--- src/rtl/mem_port_arbiter_if.sv ---
// Signal bundle between the fetch/memory-stage requesters, the arbiter and the backing memory.
// The slave modport is the arbiter's view; the master modport is the requester-plus-memory side.
interface mem_port_arbiter_if;
  logic        i_req;
  logic [63:0] i_addr;
  logic        i_ack;
  logic [63:0] i_rdata;
  logic        i_err;

  logic        d_req;
  logic        d_we;
  logic [63:0] d_addr;
  logic [63:0] d_wdata;
  logic        d_ack;
  logic [63:0] d_rdata;
  logic        d_err;

  logic        mem_req;
  logic        mem_we;
  logic [63:0] mem_addr;
  logic [63:0] mem_wdata;
  logic        mem_ready;
  logic        mem_rvalid;
  logic [63:0] mem_rdata;

  logic        f_stall_mem;
  logic        m_stall_mem;

  modport slave (
    input  i_req, i_addr, d_req, d_we, d_addr, d_wdata,
    input  mem_ready, mem_rvalid, mem_rdata,
    output i_ack, i_rdata, i_err, d_ack, d_rdata, d_err,
    output mem_req, mem_we, mem_addr, mem_wdata,
    output f_stall_mem, m_stall_mem
  );

  modport master (
    output i_req, i_addr, d_req, d_we, d_addr, d_wdata,
    output mem_ready, mem_rvalid, mem_rdata,
    input  i_ack, i_rdata, i_err, d_ack, d_rdata, d_err,
    input  mem_req, mem_we, mem_addr, mem_wdata,
    input  f_stall_mem, m_stall_mem
  );
endinterface

--- src/rtl/mem_port_arbiter.sv ---
// Shares one single-port backing memory between instruction fetch and the data stage, with
// starvation-bounded data priority, address bounds checking and a backend response timeout.
module mem_port_arbiter #(
    parameter int MEM_SIZE   = 256,
    parameter int STARVE_MAX = 4,
    parameter int TIMEOUT    = 16
) (
    input  logic                clk,
    input  logic                rst,
    mem_port_arbiter_if.slave   bus,
    output logic [1:0]          dbg_state
);

    // Handshakes: a requester holds req and its fields stable until the single-cycle ack; the
    // backend holds mem_req until mem_ready is sampled high, then answers with one mem_rvalid.

    localparam int SW = $clog2(STARVE_MAX + 1);
    localparam int TW = $clog2(TIMEOUT + 1);
    localparam logic [63:0]   MAX_ADDR   = 64'(MEM_SIZE - 8);
    localparam logic [SW-1:0] STARVE_LIM = SW'(STARVE_MAX);
    localparam logic [TW-1:0] TMO_LIM    = TW'(TIMEOUT);

    typedef enum logic [1:0] {
        S_IDLE  = 2'd0,
        S_ISSUE = 2'd1,
        S_WAIT  = 2'd2,
        S_RESP  = 2'd3
    } state_t;

    state_t state_q, state_d;

    logic          owner_q;        // 1 = data stage owns the access
    logic [SW-1:0] starve_q, starve_d;
    logic [TW-1:0] tmo_q, tmo_d, tmo_inc;

    logic          mem_req_q, mem_req_d;
    logic          mem_we_q;
    logic [63:0]   mem_addr_q, mem_wdata_q;

    logic          i_ack_q, i_err_q, d_ack_q, d_err_q;
    logic [63:0]   i_rdata_q, d_rdata_q;

    logic          grant_d, grant_i;
    logic [63:0]   sel_addr, sel_wdata;
    logic          sel_we;
    logic          resp_load, resp_err, resp_to_d;
    logic [63:0]   resp_rdata;

    assign tmo_inc = tmo_q + TW'(1);

    always_comb begin
        state_d    = state_q;
        starve_d   = starve_q;
        tmo_d      = tmo_q;
        mem_req_d  = mem_req_q;
        grant_d    = 1'b0;
        grant_i    = 1'b0;
        sel_addr   = '0;
        sel_wdata  = '0;
        sel_we     = 1'b0;
        resp_load  = 1'b0;
        resp_err   = 1'b0;
        resp_rdata = '0;
        resp_to_d  = owner_q;

        case (state_q)
            S_IDLE: begin
                // Data wins ties unless fetch has already waited through STARVE_MAX data grants.
                if (bus.d_req && !(bus.i_req && starve_q == STARVE_LIM)) begin
                    grant_d = 1'b1;
                end else if (bus.i_req) begin
                    grant_i = 1'b1;
                end

                if (grant_d) begin
                    sel_addr  = bus.d_addr;
                    sel_we    = bus.d_we;
                    sel_wdata = bus.d_wdata;
                    if (!bus.i_req) begin
                        starve_d = '0;
                    end else if (starve_q != STARVE_LIM) begin
                        starve_d = starve_q + SW'(1);
                    end
                end else if (grant_i) begin
                    sel_addr = bus.i_addr;
                    starve_d = '0;
                end

                resp_to_d = grant_d;
                if (grant_d || grant_i) begin
                    if (sel_addr > MAX_ADDR) begin
                        state_d   = S_RESP;
                        resp_load = 1'b1;
                        resp_err  = 1'b1;
                    end else begin
                        state_d   = S_ISSUE;
                        mem_req_d = 1'b1;
                    end
                end
            end

            S_ISSUE: begin
                if (bus.mem_ready) begin
                    mem_req_d = 1'b0;
                    tmo_d     = '0;
                    state_d   = S_WAIT;
                end
            end

            S_WAIT: begin
                if (bus.mem_rvalid) begin
                    resp_load  = 1'b1;
                    resp_rdata = mem_we_q ? 64'd0 : bus.mem_rdata;
                    state_d    = S_RESP;
                end else begin
                    tmo_d = tmo_inc;
                    if (tmo_inc == TMO_LIM) begin
                        resp_load = 1'b1;
                        resp_err  = 1'b1;
                        state_d   = S_RESP;
                    end
                end
            end

            S_RESP: begin
                state_d = S_IDLE;
            end

            default: begin
                state_d = S_IDLE;
            end
        endcase
    end

    always_ff @(posedge clk) begin
        if (rst) begin
            state_q <= S_IDLE;
        end else begin
            state_q <= state_d;
        end
    end

    // Acks are loaded on the transition into RESP so they are high exactly while in RESP.
    always_ff @(posedge clk) begin
        if (rst) begin
            owner_q     <= 1'b0;
            starve_q    <= '0;
            tmo_q       <= '0;
            mem_req_q   <= 1'b0;
            mem_we_q    <= 1'b0;
            mem_addr_q  <= '0;
            mem_wdata_q <= '0;
            i_ack_q     <= 1'b0;
            i_err_q     <= 1'b0;
            i_rdata_q   <= '0;
            d_ack_q     <= 1'b0;
            d_err_q     <= 1'b0;
            d_rdata_q   <= '0;
        end else begin
            starve_q  <= starve_d;
            tmo_q     <= tmo_d;
            mem_req_q <= mem_req_d;

            if (grant_d || grant_i) begin
                owner_q     <= grant_d;
                mem_we_q    <= sel_we;
                mem_addr_q  <= sel_addr;
                mem_wdata_q <= sel_wdata;
            end

            i_ack_q <= resp_load && !resp_to_d;
            d_ack_q <= resp_load && resp_to_d;

            if (resp_load) begin
                if (resp_to_d) begin
                    d_err_q   <= resp_err;
                    d_rdata_q <= resp_rdata;
                end else begin
                    i_err_q   <= resp_err;
                    i_rdata_q <= resp_rdata;
                end
            end
        end
    end

    assign bus.mem_req     = mem_req_q;
    assign bus.mem_we      = mem_we_q;
    assign bus.mem_addr    = mem_addr_q;
    assign bus.mem_wdata   = mem_wdata_q;
    assign bus.i_ack       = i_ack_q;
    assign bus.i_err       = i_err_q;
    assign bus.i_rdata     = i_rdata_q;
    assign bus.d_ack       = d_ack_q;
    assign bus.d_err       = d_err_q;
    assign bus.d_rdata     = d_rdata_q;

    // Combinational so a requester freezes in the same cycle it raises req.
    assign bus.f_stall_mem = bus.i_req & ~i_ack_q;
    assign bus.m_stall_mem = bus.d_req & ~d_ack_q;

    assign dbg_state = state_q;

endmodule

--- src/flat_wrapper.sv ---
// flat-port wrapper written by rule: the top's interface ports become plain ports
module mem_port_arbiter_flat 
#(
    parameter int MEM_SIZE   = 256,
    parameter int STARVE_MAX = 4,
    parameter int TIMEOUT    = 16
)
  (clk, rst, dbg_state, bus_i_req, bus_i_addr, bus_d_req, bus_d_we, bus_d_addr, bus_d_wdata, bus_mem_ready, bus_mem_rvalid, bus_mem_rdata, bus_i_ack, bus_i_rdata, bus_i_err, bus_d_ack, bus_d_rdata, bus_d_err, bus_mem_req, bus_mem_we, bus_mem_addr, bus_mem_wdata, bus_f_stall_mem, bus_m_stall_mem);
  mem_port_arbiter_if bus_i ();
  input  logic clk;
  input  logic rst;
  output logic [1:0] dbg_state;
  input wire logic [$bits(bus_i.i_req)-1:0] bus_i_req;
  input wire logic [$bits(bus_i.i_addr)-1:0] bus_i_addr;
  input wire logic [$bits(bus_i.d_req)-1:0] bus_d_req;
  input wire logic [$bits(bus_i.d_we)-1:0] bus_d_we;
  input wire logic [$bits(bus_i.d_addr)-1:0] bus_d_addr;
  input wire logic [$bits(bus_i.d_wdata)-1:0] bus_d_wdata;
  input wire logic [$bits(bus_i.mem_ready)-1:0] bus_mem_ready;
  input wire logic [$bits(bus_i.mem_rvalid)-1:0] bus_mem_rvalid;
  input wire logic [$bits(bus_i.mem_rdata)-1:0] bus_mem_rdata;
  output wire logic [$bits(bus_i.i_ack)-1:0] bus_i_ack;
  output wire logic [$bits(bus_i.i_rdata)-1:0] bus_i_rdata;
  output wire logic [$bits(bus_i.i_err)-1:0] bus_i_err;
  output wire logic [$bits(bus_i.d_ack)-1:0] bus_d_ack;
  output wire logic [$bits(bus_i.d_rdata)-1:0] bus_d_rdata;
  output wire logic [$bits(bus_i.d_err)-1:0] bus_d_err;
  output wire logic [$bits(bus_i.mem_req)-1:0] bus_mem_req;
  output wire logic [$bits(bus_i.mem_we)-1:0] bus_mem_we;
  output wire logic [$bits(bus_i.mem_addr)-1:0] bus_mem_addr;
  output wire logic [$bits(bus_i.mem_wdata)-1:0] bus_mem_wdata;
  output wire logic [$bits(bus_i.f_stall_mem)-1:0] bus_f_stall_mem;
  output wire logic [$bits(bus_i.m_stall_mem)-1:0] bus_m_stall_mem;
  assign bus_i.i_req = bus_i_req;
  assign bus_i.i_addr = bus_i_addr;
  assign bus_i.d_req = bus_d_req;
  assign bus_i.d_we = bus_d_we;
  assign bus_i.d_addr = bus_d_addr;
  assign bus_i.d_wdata = bus_d_wdata;
  assign bus_i.mem_ready = bus_mem_ready;
  assign bus_i.mem_rvalid = bus_mem_rvalid;
  assign bus_i.mem_rdata = bus_mem_rdata;
  assign bus_i_ack = bus_i.i_ack;
  assign bus_i_rdata = bus_i.i_rdata;
  assign bus_i_err = bus_i.i_err;
  assign bus_d_ack = bus_i.d_ack;
  assign bus_d_rdata = bus_i.d_rdata;
  assign bus_d_err = bus_i.d_err;
  assign bus_mem_req = bus_i.mem_req;
  assign bus_mem_we = bus_i.mem_we;
  assign bus_mem_addr = bus_i.mem_addr;
  assign bus_mem_wdata = bus_i.mem_wdata;
  assign bus_f_stall_mem = bus_i.f_stall_mem;
  assign bus_m_stall_mem = bus_i.m_stall_mem;
  mem_port_arbiter #(.MEM_SIZE(MEM_SIZE), .STARVE_MAX(STARVE_MAX), .TIMEOUT(TIMEOUT)) u_core (.clk(clk), .rst(rst), .bus(bus_i), .dbg_state(dbg_state));
endmodule
--- config.mk ---
export PLATFORM = sky130hd
export DESIGN_NAME = mem_port_arbiter_flat
export DESIGN_NICKNAME = d
export VERILOG_FILES = /design/src/rtl/mem_port_arbiter_if.sv /design/src/rtl/mem_port_arbiter.sv /design/src/flat_wrapper.sv
export SDC_FILE = /design/constraint.sdc
export NUM_CORES = 1
export LEC_CHECK = 0
export CAP_MARGIN = 20
export CORE_AREA = 8 8 200 202
export CTS_BUF_LIST = sky130_fd_sc_hd__clkbuf_8
export CTS_CLUSTER_SIZE = 12
export DETAILED_ROUTE_END_ITERATION = 10
export DIE_AREA = 0 0 208 210
export GPL_ROUTABILITY_DRIVEN = 0
export GPL_TIMING_DRIVEN = 0
export PLACE_DENSITY = 0.73
export SETUP_SLACK_MARGIN = 0.5
export SLEW_MARGIN = 20
export SYNTH_ARGS = -nofsm -noshare
export SYNTH_HDL_FRONTEND = slang
export SYNTH_SLANG_ARGS = --single-unit
--- constraint.sdc ---
create_clock -name clk -period 2.4 [get_ports clk]
set_input_delay 0.36 -clock clk [delete_from_list [all_inputs] [get_ports clk]]
set_output_delay 0.36 -clock clk [all_outputs]
set_load 0.02 [all_outputs]
==> impl_metrics.json <==
{
  "cts_sinks": 273,
  "dp.cells": 2403,
  "finalHoldViolations": 0,
  "ios": 529,
  "grt_max_degree": 13,
  "insertion_delay_ps": 620,
  "fin_crit_sh_pct": 95.54,
  "fin_crit_ps": 2293,
  "rsz0062_at_grt": "true",
  "port-buffer-count": 525,
  "fin_cells": 2535,
  "clk_pin_slew_ps": 60,
  "maxCapViolations": 0,
  "final_common_cell": "clkdlybuf4s50_1",
  "start_util_pct": 30.69,
  "ys_seq_area_share_pct": 48.19,
  "yosysWarnings": 0,
  "crit_type": "input port to register",
  "final_core_util_pct": 54.99,
  "preCtsSetupSlack_ps": -1007,
  "dp_hpwl_um": 43100,
  "core_area_um2": 36960,
  "critPathCaptureType": "register",
  "dieWidth_um": 208,
  "grt_pass1_wl_um": 85300,
  "cp-start-kind": "input port",
  "clock_skew_ps": 27.80,
  "critical-path-top-delay-family": "simple AND/OR/NAND/NOR gates",
  "fmax_mhz": 436.1,
  "h-tree-depth": 2,
  "hold_buffers": 0,
  "final_cell_mix": "clkdlybuf4s50_1, dfxtp_1, nor2_1",
  "cts_root_buf": "clkbuf_8",
  "cp_cell_sequence": "clkdlybuf4s50_1 > nor4_1 > nand4_1 > nor4_4 > nor3_2 > or3_4 > buf_12 > buf_8 > and3_4",
  "grt_pass1_vias": 14100,
  "powerDensity_nw_per_um2": 1184,
  "final_net_count": 2294,
  "overflow": 0,
  "status": "finished, final reports clean",
  "clk_path_buf_depth": 3,
  "irDropWorstVdd_mv": 0.7353,
  "critPathMaxStageDelay_ps": 520,
  "layout-drive-gt1-share_pct": 17.27,
  "path_buf_inv": 3,
  "die_y_um": 210,
  "drt_pass1_iterations": 6,
  "viasPerCell": 5.599,
  "netlist_instances": 1404,
  "syn_nets": 1673,
  "fillers": 3276,
  "cp_slowest_cell": "or3_4",
  "tns_ps": 0,
  "drc_errors": 0,
  "cts_buffers": 48,
  "fin_ws_ps": 107.0,
  "antenna_left": 0,
  "worst_pin_slew_ps": 856.5,
  "cts_tree": "done",
  "arrival_ps": 2790,
  "synth.cell_area_um2": 11340,
  "syn2layout_area_growth_pct": 79.18,
  "relSlewSlack_pct": 42.90,
  "required_ps": 2900,
  "design.die.area_um2": 43680,
  "antenna_found_initial": 9,
  "worstPathMaxFanout": 6,
  "ys_ff_latch": 273,
  "hold_class": "input port to register",
  "wl_per_cell_um": 23.05,
  "grt_usage_pct": 24.61,
  "first_iter_violations": 1203,
  "setup-violations-final": 0,
  "row_count": 71,
  "vias": 14190,
  "syn_avg_cell_area_um2": 8.078,
  "leakage_nw": 8.843,
  "final-max-slew-violation-count": 0,
  "wl_um": 58430,
  "ys_types": 39
}
[per-layer routing]
layer / vias up / wire (um) / share of wire [%] / global-route usage (%)
li1: 6406 / - / - / -
met1: 6783 / 22100 / 38 / 27.77
met2: 802 / 28470 / 49 / 42.71
met3: 199 / 4811 / 8.2 / 7.055
met4: 4 / 3016 / 5.2 / 11.50
met5: - / 30 / 0.051 / 0
[kinds of logic after synthesis]
family,after synthesis,share of synthesized area [%]
AND/OR/NAND/NOR,487,18.35
buffers and inverters,147,5.616
adder cells (fa/ha/maj),6,0.6619
AO/OA/AOI/OAI,491,27.18
flip-flops,273,48.19
[sequential cells by signal, indices dropped and copies added, names as in the netlist]
name                  cells
u_core.tmo_q              5
u_core.bus.i_ack          1
u_core.bus.d_rdata       64
u_core.dbg_state          2
u_core.bus.mem_we         1
u_core.bus.i_rdata       64
u_core.bus.mem_addr      64
u_core.bus.mem_wdata     64
u_core.bus.i_err          1
u_core.owner_q            1
u_core.starve_q           3
u_core.bus.d_ack          1
u_core.bus.d_err          1
u_core.bus.mem_req        1
[cell type report]
class | count | area [um^2] | share of cell area (%)
Multi-Input combinational cell | 984 | 6195 | 30.48
Timing Repair Buffer | 571 | 6060 | 29.82
Sequential cell | 273 | 5470 | 26.92
Buffer | 140 | 1022 | 5.030
Clock buffer | 60 | 825.8 | 4.064
Tap cell | 474 | 593.1 | 2.919
Clock inverter | 20 | 111.4 | 0.5480
Inverter | 7 | 28.78 | 0.1416
Antenna cell | 6 | 15.01 | 0.07389
[per-stage QoR]
step	area (um^2)	hold slack [ps]	total power [mW]
after floorplan	11460	450.2	12.58
after global placement	17310	457.9	17.30
after detailed placement	17310	470.7	17.52
after CTS	19250	152.7	23.10
after global routing	20310	123.5	25.26
final	20320	139.6	24.05
[final timing paths]
path | from | endpoint | slack (ps) | cells past startpoint
worst max-delay path | bus_i_addr[25] | u_core.bus.d_ack$_SDFF_PP0_ | 110 | 9
worst min-delay path | bus_i_addr[35] | u_core.bus.mem_addr[35]$_SDFFE_PP0P_ | 140 | 3
worst max register to register | u_core.starve_q[0]$_SDFFE_PP0P_ | u_core.bus.d_ack$_SDFF_PP0_ | 180 | 11
worst min register to register | u_core.bus.i_rdata[27]$_SDFFE_PP0P_ | u_core.bus.i_rdata[27]$_SDFFE_PP0P_ | 480 | 2
[worst register-to-register path: stages, from the launching register on]
cell	delay, ps
dfxtp_2	320
inv_2	70
ha_4	150
nand3_4	70
and2_4	170
buf_8	130
o22ai_4	160
a21oi_2	90
or3_4	460
buf_12	200
buf_8	140
and3_4	170
[synth_stat cells]
| cell | number | share of area (%) |
|---|---|---|
| dfxtp_1 | 273 | 48 |
| nor2_1 | 208 | 6.9 |
| a21oi_1 | 145 | 6.4 |
| nand2_1 | 142 | 4.7 |
| clkbuf_1 | 114 | 3.8 |
| nor3_1 | 74 | 3.3 |
| a22oi_1 | 65 | 4.3 |
| a31oi_1 | 65 | 3.6 |
| o22ai_1 | 65 | 3.6 |
| a221oi_1 | 57 | 4.4 |
| o21ai_0 | 35 | 1.5 |
| o21ai_1 | 35 | 1.5 |
| nor4_1 | 30 | 1.7 |
| buf_1 | 13 | 0.43 |
| a211oi_1 | 11 | 0.73 |
| and3_1 | 11 | 0.61 |
| buf_6 | 11 | 1.1 |
| nand4_1 | 7 | 0.39 |
| ha_1 | 6 | 0.66 |
| inv_1 | 6 | 0.20 |
| nand3_1 | 5 | 0.22 |
| nor2b_1 | 4 | 0.22 |
| and2_1 | 2 | 0.11 |
| buf_2 | 2 | 0.088 |
| o21a_1 | 2 | 0.13 |
| o221a_2 | 2 | 0.20 |
| o22a_1 | 2 | 0.15 |
| a21o_1 | 1 | 0.066 |
| a21oi_2 | 1 | 0.077 |
| a32oi_1 | 1 | 0.077 |
| a41oi_1 | 1 | 0.077 |
| clkinv_1 | 1 | 0.033 |
| nand2b_1 | 1 | 0.055 |
| nand3b_1 | 1 | 0.066 |
| nand4b_1 | 1 | 0.077 |
| o211ai_1 | 1 | 0.066 |
| o221a_1 | 1 | 0.099 |
| o41ai_2 | 1 | 0.14 |
| or3_4 | 1 | 0.099 |
[report_power, final]
group	internal [mW]	leakage, nW	switching (mW)
Combinational	5.75	6.06	7.24
Clock	2.34	0.540	2.01
Sequential	5.85	2.25	0.867
[timing repair]
action,4_1_cts,5_1_grt
setup endpoints to repair,529,471
setup buffers,13,17
pin swaps,36,56
gates resized for setup,242,273
cloned,8,8
(Power assumes the default switching activity.)
==> patch 1: new RTL, same settings <==
Register the output `dbg_state` once more, cleared by the reset; this adds one clock of latency there. The other outputs are not delayed to match.
--- a/src/rtl/mem_port_arbiter.sv
+++ b/src/rtl/mem_port_arbiter.sv
@@ -198,7 +198,13 @@
     assign bus.f_stall_mem = bus.i_req & ~i_ack_q;
     assign bus.m_stall_mem = bus.d_req & ~d_ack_q;
 
-    assign dbg_state = state_q;
+    always_ff @(posedge clk) begin
+        if (rst) begin
+            dbg_state <= '0;
+        end else begin
+            dbg_state <= state_q;
+        end
+    end
 
 endmodule
 
Formal check against the unedited RTL: not equivalent (a bounded check fails within 4 cycles, from zero or initial values and one cycle with rst high).
==> patch 1 against the unedited design <==
Routed wire length grew 5.0%; sequential cell count grew 2; the run now ends with negative setup slack left; power grew 7.5%; via count grew 1.9%; cell area grew 5.2%; cell count grew 0.28%; area after synthesis grew 0.42%; worst setup slack lost 0.26 ns; global-route usage grew 0.16 points.
==> patch 1: results (changes against the unedited design) <==
- Comb power frac: 54.5% (was 54.0%)
- Placed insts: 2408 (was 2403)
- Setup_tns: -7.67 ns (was 0 ns)
- Max-slew violations: 0 (unchanged)
- CP Max Fanout: 7 (was 6)
- Met1 usage: 27.3% (was 27.8%)
- Post-DP Area: 17300 um^2 (about the same)
- DR top layer: met5 (unchanged)
- Ys async rst share: 0% (unchanged)
- Syn_nets: 1677 (was 1673)
- Syn Inst Count: 1408 (was 1404)
- Iter 0 DRT Violations: 1091 (was 1203)
- Fraction of layout cells with a size suffix above 1: 21.1% (was 17.3%)
- Num CTS Buffers: 49 (was 48)
- Pre-CTS WS: -0.934 ns (was -1.01 ns)
- Drt pass-1 iters: 6 (unchanged)
- Outcome: complete, but fails checks (was completed)
- Sw Ratio: 42.2% (was 42.1%)
- Critical Path AT: 3.10 ns (was 2.79 ns)
- Initial antenna violation count: 3 (was 9)
- Routed WL: 61300 um (was 58400 um)
- Met2 WL: 29900 um (was 28500 um)
- First-pass GRT wire length: 85300 um (about the same)
- Met3 Routed Length: 5250 um (was 4810 um)
- Setup Viol. Count Final: 109 (was 0)
- Synth unique cells: 39 (unchanged)
- Clock transition at path regs: 0.06 ns (about the same)
- Final WS setup: -0.148 ns (was 0.107 ns)
- Wl on met1: 22600 um (was 22100 um)
- Leakage: 0.0101 uW (was 0.00884 uW)
- IO buf count: 526 (was 525)
- Global Route Usage Sum: 24.8% (was 24.6%)
- Post-synth top cells: dfxtp_1 (275), nor2_1 (210), a21oi_1 (145) (was dfxtp_1 (273), nor2_1 (208), a21oi_1 (145))
- Via-to-Cell Ratio: 5.69 (was 5.60)
- Largest net degree at the start of global routing: 14 (was 13)
- GR Util met3: 7.14% (was 7.05%)
- Top Usage Layer GRT: met2 (unchanged)
- Root Driver: clkbuf_8 (unchanged)
- Area contributors post-synth: dfxtp_1 (48%), nor2_1 (6.9%), a21oi_1 (6.4%), nand2_1 (4.7%), a221oi_1 (4.4%) (unchanged)
- Power Dens Cells: 1210 nW/um^2 (was 1180 nW/um^2)
- DR WL/cell: 24.1 um (was 23.0 um)
- Seq/Total Area, Yosys: 48.3% (was 48.2%)
- DP HPWL: 43600 um (was 43100 um)
- Met2 GRT Util: 42.6% (was 42.7%)
- Peak VDD IR: 0.000839 V (was 0.000735 V)
- Worst-Skew Late Latency: 0.62 ns (about the same)
- Worst Clk Skew: 0.0456 ns (was 0.0278 ns)
- CTS max path bufs: 3 (unchanged)
- Nets: 2296 (was 2294)
- Violated checks: negative setup slack
- Vias in the first global route: 14.0k (was 14.1k)
- Slew @ Worst Pin: 0.857 ns (was 0.856 ns)
- H-tree depth: 2 (unchanged)
- Seq pwr share: 26.2% (was 27.9%)
-- patch 1: final timing paths --
path,startpoint,end,slack (ns),cells past startpoint
worst max-delay path,bus_i_addr[44],u_core.bus.i_rdata[42]$_SDFFE_PP0P_,-0.15,10
worst min-delay path,bus_i_addr[35],u_core.bus.mem_addr[35]$_SDFFE_PP0P_,0.15,3
worst max register to register,u_core.starve_q[0]$_SDFFE_PP0P_,u_core.bus.i_rdata[42]$_SDFFE_PP0P_,0.04,13
worst min register to register,u_core.bus.i_rdata[63]$_SDFFE_PP0P_,u_core.bus.i_rdata[63]$_SDFFE_PP0P_,0.49,2
-- patch 1: area by class of cell --
| cell class | count | area, um^2 |
|---|---|---|
| antenna | 1 | 2.50 |
| buffer | 140 | 990 |
| clock buffer | 68 | 936 |
| clock inverter | 23 | 193 |
| fill | 3046 | 15600 |
| inverter | 7 | 28.8 |
| multi-input combinational | 986 | 6860 |
| sequential | 275 | 5510 |
| tap | 474 | 593 |
| timing repair buffer | 568 | 6270 |
-- patch 1: worst max-delay path, stage by stage --
cell and delay [ns]:
clkdlybuf4s50_1 0.51, nor4_1 0.44, nand2_1 0.22, nor4_4 0.40, nor3_4 0.10, or3_4 0.47, buf_12 0.20, buf_8 0.13
clkbuf_16 0.15, o21ai_2 0.10
-- patch 1: repair_timing --
item / in CTS / in global routing
pin swaps: 25 / 69
gates resized for setup: 291 / 392
hold buffers: 0 / 0
setup buffers: 18 / 6
gates cloned: 7 / 11
setup endpoints to repair: 537 / 510
-- patch 1: cells by family after synthesis --
family                   share of synthesized area [%]
AO/OA/AOI/OAI                                     27.1
adder cells (fa/ha/maj)                          0.659
buffers and inverters                             5.59
flip-flops                                        48.3
AND/OR/NAND/NOR                                   18.3
==> patch 2: new RTL, config.mk and constraints unchanged <==
Without the edit above. `TIMEOUT` is set to 16 in 2 places; all go to 32.
--- a/src/rtl/mem_port_arbiter.sv
+++ b/src/rtl/mem_port_arbiter.sv
@@ -3,7 +3,7 @@
 module mem_port_arbiter #(
     parameter int MEM_SIZE   = 256,
     parameter int STARVE_MAX = 4,
-    parameter int TIMEOUT    = 16
+    parameter int TIMEOUT    = 32
 ) (
     input  logic                clk,
     input  logic                rst,
--- a/src/flat_wrapper.sv
+++ b/src/flat_wrapper.sv
@@ -3,7 +3,7 @@
 #(
     parameter int MEM_SIZE   = 256,
     parameter int STARVE_MAX = 4,
-    parameter int TIMEOUT    = 16
+    parameter int TIMEOUT    = 32
 )
   (clk, rst, dbg_state, bus_i_req, bus_i_addr, bus_d_req, bus_d_we, bus_d_addr, bus_d_wdata, bus_mem_ready, bus_mem_rvalid, bus_mem_rdata, bus_i_ack, bus_i_rdata, bus_i_err, bus_d_ack, bus_d_rdata, bus_d_err, bus_mem_req, bus_mem_we, bus_mem_addr, bus_mem_wdata, bus_f_stall_mem, bus_m_stall_mem);
   mem_port_arbiter_if bus_i ();
Behaviour: same outputs for any inputs over 4 cycles, from zero or initial values and one cycle with rst high; that may be too few to reach the edited logic, so the function may still have changed.
==> patch 2 against the unedited design <==
First-iteration DRC count shrank 30%; worst setup slack lost 0.038 ns; cell count shrank 9.3%; sequential power shrank 14%; power shrank 29%; die area is the same; routed wire length shrank 13%; area after synthesis shrank 5.8%; sequential cell count grew 1; non-clock buffer count shrank 48; cell area shrank 9.1%; utilization shrank 5.0 points.
==> patch 2: results (changes against the unedited design) <==
- Leakage: 0.00720 uW (was 0.00884 uW)
- First-pass GRT wire length: 74900 um (was 85300 um)
- Clk pwr share: 24.3% (was 18.1%)
- ClkCell Share: 4.91% (was 4.61%)
- Outcome: completed (unchanged)
- Num CTS Buffers: 47 (was 48)
- Post-synth top cells: dfxtp_1 (274), nor2_1 (146), nand2_1 (143) (was dfxtp_1 (273), nor2_1 (208), a21oi_1 (145))
- Area contributors post-synth: dfxtp_1 (51%), mux2i_1 (6.0%), nor2_1 (5.1%), nand2_1 (5.0%), a221oi_1 (4.7%) (was dfxtp_1 (48%), nor2_1 (6.9%), a21oi_1 (6.4%), nand2_1 (4.7%), a221oi_1 (4.4%))
- Non-clk bufs: 663 (was 711)
- Synth unique cells: 45 (was 39)
- Fraction of area in multi-input gates: 27.4% (was 30.5%)
- Adder-Cell Fraction of Synth Area: 0.703% (was 0.662%)
- Fraction of layout cells with a size suffix above 1: 12.2% (was 17.3%)
- Seq pwr share: 33.7% (was 27.9%)
- Sw Pwr: 6310 uW (was 10100 uW)
- Synth Register Bits: 274 (was 273)
- Largest family of logic cells by synthesized area: simple AND/OR/NAND/NOR gates (was compound AO/OA/AOI/OAI gates)
- CP bufs+invs: 5 (was 3)
- Nonclk inv count: 11 (was 7)
- Mux cell area share after synthesis: 6.00% (was 0%)
- Critical Path AT: 2.84 ns (was 2.79 ns)
- Cell family with most CP delay: buffers and inverters (was simple AND/OR/NAND/NOR gates)
- Global Route Usage Sum: 21.8% (was 24.6%)
- ANT cells: 1 (was 6)
- Vias in the first global route: 12.3k (was 14.1k)
- Worst path slowest cell: clkdlybuf4s50_1 (was or3_4)
- IO buf count: 527 (was 525)
- Iter 0 DRT Violations: 841 (was 1203)
- DR WL/cell: 22.1 um (was 23.0 um)
- Syn_nets: 1459 (was 1673)
- Non-clock buffering overhead: 34.4% (was 34.9%)
- Clock transition at path regs: 0.06 ns (about the same)
- CP Max Fanout: 7 (was 6)
- Slew @ Worst Pin: 0.781 ns (was 0.856 ns)
- Fraction of area in registers: 29.8% (was 26.9%)
- Critical path's largest stage delay: 0.48 ns (was 0.52 ns)
- Peak VDD IR: 0.000565 V (was 0.000735 V)
- Synth warnings: 0 (unchanged)
- Post-CTS setup buffers: 16 (was 13)
- Multi-In Gates: 794 (was 984)
- Seq/Total Area, Yosys: 51.3% (was 48.2%)
- Drt pass-1 iters: 5 (was 6)
- Clock buffer cells: 57 (was 60)
- Via-to-Cell Ratio: 5.27 (was 5.60)
- Worst Clk Skew: 0.0279 ns (was 0.0278 ns)
- DP HPWL: 38800 um (was 43100 um)
- Filler Cell Count: 3403 (was 3276)
- Post-CTS sizing: 141 (was 242)
- Compound-Gate Fraction of Synth Area: 16.3% (was 27.2%)
- Initial antenna violation count: 1 (was 9)
patch 2: cell count changes after synthesis, sizes merged, moves of 3 or more:
| cell | delta |
|---|---|
| nand3 | +63 |
| clkbuf | -42 |
| a31oi | -61 |
| a21oi | -133 |
| nor2 | -62 |
| mux2i | +64 |
| o21ai | -61 |
| o221a | -3 |
| buf | +13 |
| inv | +5 |
patch 2: tightest hold or removal path: cells and delay by family:
family	cells	cell delay (ns)
simple gates	1	0.11
buf+inv	1	0.14
compound gates	1	0.08
patch 2: through the flow:
step / std cells / setup TNS, ns / area, um^2 / hold slack (ns) / setup slack [ns]
final: 2300 / 0 / 18500 / 0.159 / 0.0693
after global routing: 2299 / 0 / 18500 / 0.159 / 0.0176
after CTS: 2295 / 0 / 18100 / 0.166 / 0.133
after detailed placement: 2191 / -161.37 / 16700 / 0.453 / -0.915
after global placement: 2191 / -161.48 / 16700 / 0.446 / -0.906
after floorplan: 1190 / 0 / 10800 / 0.466 / 0.368
patch 2: path summary, 6_finish.rpt:
| check | start | end | slack [ns] | depth (start not counted) |
|---|---|---|---|---|
| worst max-delay path | bus_d_addr[10] | u_core.bus.i_rdata[50]$_SDFFE_PP0P_ | 0.07 | 11 |
| worst min-delay path | bus_i_addr[56] | u_core.bus.mem_addr[56]$_SDFFE_PP0P_ | 0.16 | 3 |
| worst max register to register | u_core.starve_q[0]$_SDFFE_PP0P_ | u_core.bus.i_rdata[50]$_SDFFE_PP0P_ | 0.17 | 13 |
| worst min register to register | u_core.bus.i_rdata[53]$_SDFFE_PP0P_ | u_core.bus.i_rdata[53]$_SDFFE_PP0P_ | 0.46 | 2 |
patch 2: per-layer routing:
layer	vias up	track usage, %	wire, um
met1	5786	25.2	19700
li1	5545	-	-
met4	2	8.86	1770
met2	659	37.1	24800
met3	136	6.92	4530
met5	-	0	13
